[src/rtl/funnel_pkg.sv]
// Shared types and helpers for the pipelined funnel shifter.
// Shift-mode encoding and the shift-amount width derivation.
package funnel_pkg;

    typedef enum logic [1:0] {
        LSR = 2'd0,
        ROR = 2'd1,
        ASR = 2'd2,
        LSL = 2'd3
    } shift_mode_e;

    // Shift-amount width for a DATA_W result (input word is 2*DATA_W).
    function automatic int shamt_w(int data_w);
        return $clog2(2 * data_w);
    endfunction

endpackage

[src/rtl/funnel_stage.sv]
// One log2 shift level of the funnel shifter plus its register slice.
// Sticky tracking ports exist only when FUNNEL_STICKY_EN is defined.
module funnel_stage
    import funnel_pkg::*;
#(
    parameter  int W2    = 16,
    parameter  int SHIFT = 1,
    localparam int SW    = $clog2(W2),
    localparam int K     = $clog2(SHIFT)
) (
    input  logic          clk,
    input  logic          rst,
    input  logic          clr,
    input  logic          en,
    input  logic          in_valid,
    input  logic [W2-1:0] in_word,
    input  logic [SW-1:0] in_shamt,
    input  shift_mode_e   in_mode,
`ifdef FUNNEL_STICKY_EN
    input  logic          in_sticky,
    output logic          out_sticky,
`endif
    output logic          out_valid,
    output logic [W2-1:0] out_word,
    output logic [SW-1:0] out_shamt,
    output shift_mode_e   out_mode
);

    logic [W2-1:0] shifted;

    // Apply this level's shift when its shift-amount bit is set.
    always_comb begin
        shifted = in_word;
        if (in_shamt[K]) begin
            unique case (in_mode)
                LSR: shifted = in_word >> SHIFT;
                ROR: shifted = {in_word[SHIFT-1:0], in_word[W2-1:SHIFT]};
                ASR: shifted = W2'($signed(in_word) >>> SHIFT);
                LSL: shifted = in_word << SHIFT;
            endcase
        end
    end

`ifdef FUNNEL_STICKY_EN
    logic sticky_next;

    // Accumulate 1-bits dropped below bit 0 on right shifts that fill or zero.
    always_comb begin
        sticky_next = in_sticky;
        if (in_shamt[K] && (in_mode == LSR || in_mode == ASR)) begin
            sticky_next = in_sticky | (|in_word[SHIFT-1:0]);
        end
    end

    // Sticky bit travels with its item; held on stall or flush.
    always_ff @(posedge clk) begin
        if (rst) begin
            out_sticky <= 1'b0;
        end else if (en && !clr) begin
            out_sticky <= sticky_next;
        end
    end
`endif

    // Valid is cleared by reset or flush; payload only by reset.
    always_ff @(posedge clk) begin
        if (rst) begin
            out_valid <= 1'b0;
            out_word  <= '0;
            out_shamt <= '0;
            out_mode  <= LSR;
        end else begin
            if (clr) begin
                out_valid <= 1'b0;
            end else if (en) begin
                out_valid <= in_valid;
            end
            if (en && !clr) begin
                out_word  <= shifted;
                out_shamt <= in_shamt;
                out_mode  <= in_mode;
            end
        end
    end

endmodule

[src/rtl/pipelined_funnel_shifter.sv]
// Pipelined funnel shifter: 2*DATA_W word in, DATA_W window out, one level per stage.
// Optional sticky output enabled by defining FUNNEL_STICKY_EN.
module pipelined_funnel_shifter
    import funnel_pkg::*;
#(
    parameter int DATA_W  = 8,
    parameter int SHAMT_W = shamt_w(DATA_W)
) (
    input  logic                clk,
    input  logic                rst,
    input  logic                flush,
    input  logic                in_valid,
    output logic                in_ready,
    input  logic [2*DATA_W-1:0] in_data,
    input  logic [SHAMT_W-1:0]  in_shamt,
    input  logic [1:0]          in_mode,
`ifdef FUNNEL_STICKY_EN
    output logic                out_sticky,
`endif
    output logic                out_valid,
    input  logic                out_ready,
    output logic [DATA_W-1:0]   out_data
);

    localparam int W2 = 2 * DATA_W;

    logic              valid_q [0:SHAMT_W];
    logic [W2-1:0]     word_q  [0:SHAMT_W];
    logic [SHAMT_W-1:0] shamt_q [0:SHAMT_W];
    shift_mode_e       mode_q  [0:SHAMT_W];
`ifdef FUNNEL_STICKY_EN
    logic              sticky_q [0:SHAMT_W];
`endif

    logic adv;
    logic [SHAMT_W-1:0] unused_shamt;

    // Whole pipe moves together; a held result stalls every stage.
    assign adv      = !out_valid || out_ready;
    assign in_ready = adv || flush;

    assign valid_q[0] = in_valid;
    assign word_q[0]  = in_data;
    assign shamt_q[0] = in_shamt;
    assign mode_q[0]  = shift_mode_e'(in_mode);
`ifdef FUNNEL_STICKY_EN
    assign sticky_q[0] = 1'b0;
`endif

    for (genvar k = 0; k < SHAMT_W; k++) begin : g_stage
        funnel_stage #(
            .W2    (W2),
            .SHIFT (1 << k)
        ) u_stage (
            .clk        (clk),
            .rst        (rst),
            .clr        (flush),
            .en         (adv),
            .in_valid   (valid_q[k]),
            .in_word    (word_q[k]),
            .in_shamt   (shamt_q[k]),
            .in_mode    (mode_q[k]),
`ifdef FUNNEL_STICKY_EN
            .in_sticky  (sticky_q[k]),
            .out_sticky (sticky_q[k+1]),
`endif
            .out_valid  (valid_q[k+1]),
            .out_word   (word_q[k+1]),
            .out_shamt  (shamt_q[k+1]),
            .out_mode   (mode_q[k+1])
        );
    end

    assign unused_shamt = shamt_q[SHAMT_W];

    // Left shifts expose the upper half of the word, all others the lower.
    always_comb begin
        out_valid = valid_q[SHAMT_W];
        if (mode_q[SHAMT_W] == LSL) begin
            out_data = word_q[SHAMT_W][W2-1:DATA_W];
        end else begin
            out_data = word_q[SHAMT_W][DATA_W-1:0];
        end
    end

`ifdef FUNNEL_STICKY_EN
    assign out_sticky = sticky_q[SHAMT_W];
`endif

endmodule

[config.mk]
export PLATFORM = sky130hd
export DESIGN_NAME = pipelined_funnel_shifter
export DESIGN_NICKNAME = d
export VERILOG_FILES = /design/src/rtl/funnel_pkg.sv /design/src/rtl/funnel_stage.sv /design/src/rtl/pipelined_funnel_shifter.sv
export SDC_FILE = /design/constraint.sdc
export NUM_CORES = 1
export LEC_CHECK = 0
export ABC_AREA = 1
export CAP_MARGIN = 15
export CORE_UTILIZATION = 33
export DETAILED_ROUTE_END_ITERATION = 16
export DONT_BUFFER_PORTS = 1
export GPL_ROUTABILITY_DRIVEN = 0
export GPL_TIMING_DRIVEN = 0
export PLACE_DENSITY = 0.48
export SLEW_MARGIN = 10
export SYNTH_ARGS = -nofsm -noshare
export SYNTH_HDL_FRONTEND = slang
export SYNTH_SLANG_ARGS = --single-unit
[constraint.sdc]
create_clock -name clk -period 1.68 [get_ports clk]
set_input_delay 0.336 -clock clk [delete_from_list [all_inputs] [get_ports clk]]
set_output_delay 0.336 -clock clk [all_outputs]
set_load 0.02 [all_outputs]
==> flow_metrics.tcl <==
set metrics [dict create \
    outcome "complete, no violations" \
    area_growth_pct 13.3 \
    r2r_end "g_stage[1].u_stage.out_word[0]" \
    drt_wl_total_um 13000 \
    clock_latency_ps 340 \
    cts-root-buf "clkbuf_16" \
    slowest_stage "dfxtp_1" \
    row_count 41 \
    syn_nets 693 \
    die_area_sq_um 13700 \
    antenna_cells 0 \
    fp.coreArea_sq_um 12700 \
    vdd_drop_max_uv 475 \
    cts_sinks 82 \
    yosysUniqueCellTypes 21 \
    holdWs_ps 138 \
    cts_buffer_depth 2 \
    wl_per_cell_um 15.2 \
    cp_num_buf_inv 1 \
    hp-start "in_valid" \
    drtPass1Iterations 5 \
    synth_warnings 0 \
    layout-drive-gt1-share 0.128 \
    mostFrequentLayoutCells "nand2_1, a21oi_1, dfxtp_1, inv_1, o21ai_0" \
    finalMaxSlewViolations 0 \
    setup_violations 0 \
    cts_tree "yes" \
    fin_crit_sh 0.950 \
    rsz0062_at_grt "true" \
    synthesis.area_sq_um 4350 \
    overflow 0 \
    final_common_cell "nand2_1" \
    grt_pass1_vias 4201 \
    cp-end-kind "output port" \
    r2r_start "g_stage[3].u_stage.out_valid" \
    postCtsHoldBufs 0 \
    reg2reg_depth 6 \
    critPathLaunchType "flip-flop" \
    clk_pin_slew_ps 60 \
    grt_pass1_wl_um 21600 \
    die_w_um 117 \
    antenna_left 0 \
    r2r_slack_ps 280 \
    synth_cells 666 \
    vias_per_cell 4.89 \
    vias 4178 \
    hold_path.class "in -> reg" \
    cp_max_fo 10 \
    grt_max_degree 14 \
    path_cells "nand2_2, clkbuf_8, o21ai_2" \
    powerDensity_nw_per_um2 999 \
    nNetsFinal 704 \
    hold_end "g_stage[0].u_stage.out_valid" \
    start_util 0.342 \
    tightest_slew_ps 615 \
    drtIter0Drc 218 \
    avgSynthCellArea_sq_um 6.54 \
    drc 0 \
    fin_crit_ps 1600 \
    antenna_found_initial 0 \
    whs_path_depth 2 \
    cp_slowest_stage_delay_ps 340 \
    cp.required_ps 1340 \
    hold_viol_final 0 \
    ios 37 \
    fmax_ghz 0.627 \
    fin_setup_tns_ps 0 \
    crit_type "reg -> out" \
    port_buffers 0 \
    place_hpwl_um 9940 \
    cts_buffers 9 \
    cp_top_family "flip-flops" \
    slew_headroom 0.590 \
    grt_use_total 0.208 \
    synth_seq_cells 82 \
    skew_ps 6.09 \
    die_height_um 117 \
    crit_cells 3 \
    p_leak_nw 2.11 \
    arrival_ps 1260 \
    ys_seq_area_frac 0.377 \
    drv_cap 0 \
    cts_htree_levels 3 \
]
## where the power goes
part | internal, mW | switching (mW)
sequential | 2.08 | 0.101
combinational | 0.247 | 0.496
clock | 1.22 | 0.777
## how the worst max path moves through the flow
stage	from	slack, ps	endpoint
floorplan	g_stage[3].u_stage.out_mode[0]	230	out_data[0]
global placement	g_stage[3].u_stage.out_mode[0]	40	out_data[1]
detailed placement	g_stage[3].u_stage.out_mode[1]	-8	out_data[5]
CTS	g_stage[3].u_stage.out_valid	30	in_ready
global route	g_stage[3].u_stage.out_mode[0]	-20	out_data[0]
finish	g_stage[3].u_stage.out_mode[1]	80	out_data[2]
## synth_stat cells, drive strengths merged
library cell  instances  area [sq um]
nand3                24           120
nor2                 46           175
dfxtp                82          1640
o21bai                2          15.0
a21oi               144           796
o21ai                79           395
nand2               160           616
o22ai                 6          37.5
inv                  77           289
clkbuf               15          58.8
buf                  30           201
a211oi                1          7.51
## registers in the layout (all words and copies together), names as in the netlist
signal                     count
g_stage.u_stage.out_mode       8
g_stage.u_stage.out_shamt      6
g_stage.u_stage.out_valid      4
g_stage.u_stage.out_word      64
## what timing repair did
action | CTS | global route
hold endpoints to repair | 0 | 0
setup endpoints to repair | 8 | 4
setup buffers | 0 | 0
gates resized for setup | 22 | 1
## cells by family after synthesis
kind of cell	share of synthesized area
AO/OA/AOI/OAI	0.287
buffers and inverters	0.126
flip-flops	0.377
AND/OR/NAND/NOR	0.209
## area by class of cell
class	count	area [sq um]
Clock buffer	11	253
Inverter	77	289
Fill cell	1440	7790
Multi-Input combinational cell	462	2210
Sequential cell	82	1640
Buffer	45	270
Tap cell	172	215
Clock inverter	5	52.6
## per-stage QoR
stage / worst slack, ps / power [mW] / instances / area [sq um] / utilization
final: 83.9 / 4.93 / 854 / 4930 / 0.388
after global routing: -16.0 / 5.17 / 854 / 4930 / 0.388
after CTS: 26.0 / 4.97 / 854 / 4930 / 0.388
after detailed placement: -8.22 / 2.94 / 838 / 4570 / 0.359
after global placement: 40.1 / 2.94 / 838 / 4570 / 0.359
after floorplan: 229 / 2.74 / 666 / 4350 / -
## per-layer routing
metal | vias up | wire length [um] | track usage | share of wire
met5 | - | 0 | 0 | 0
met4 | 0 | 400 | 0.0886 | 0.031
met3 | 26 | 567 | 0.0396 | 0.044
met2 | 121 | 6000 | 0.349 | 0.46
met1 | 1848 | 5990 | 0.262 | 0.46
li1 | 2183 | - | - | -
Power figures use the tool's default switching activity.
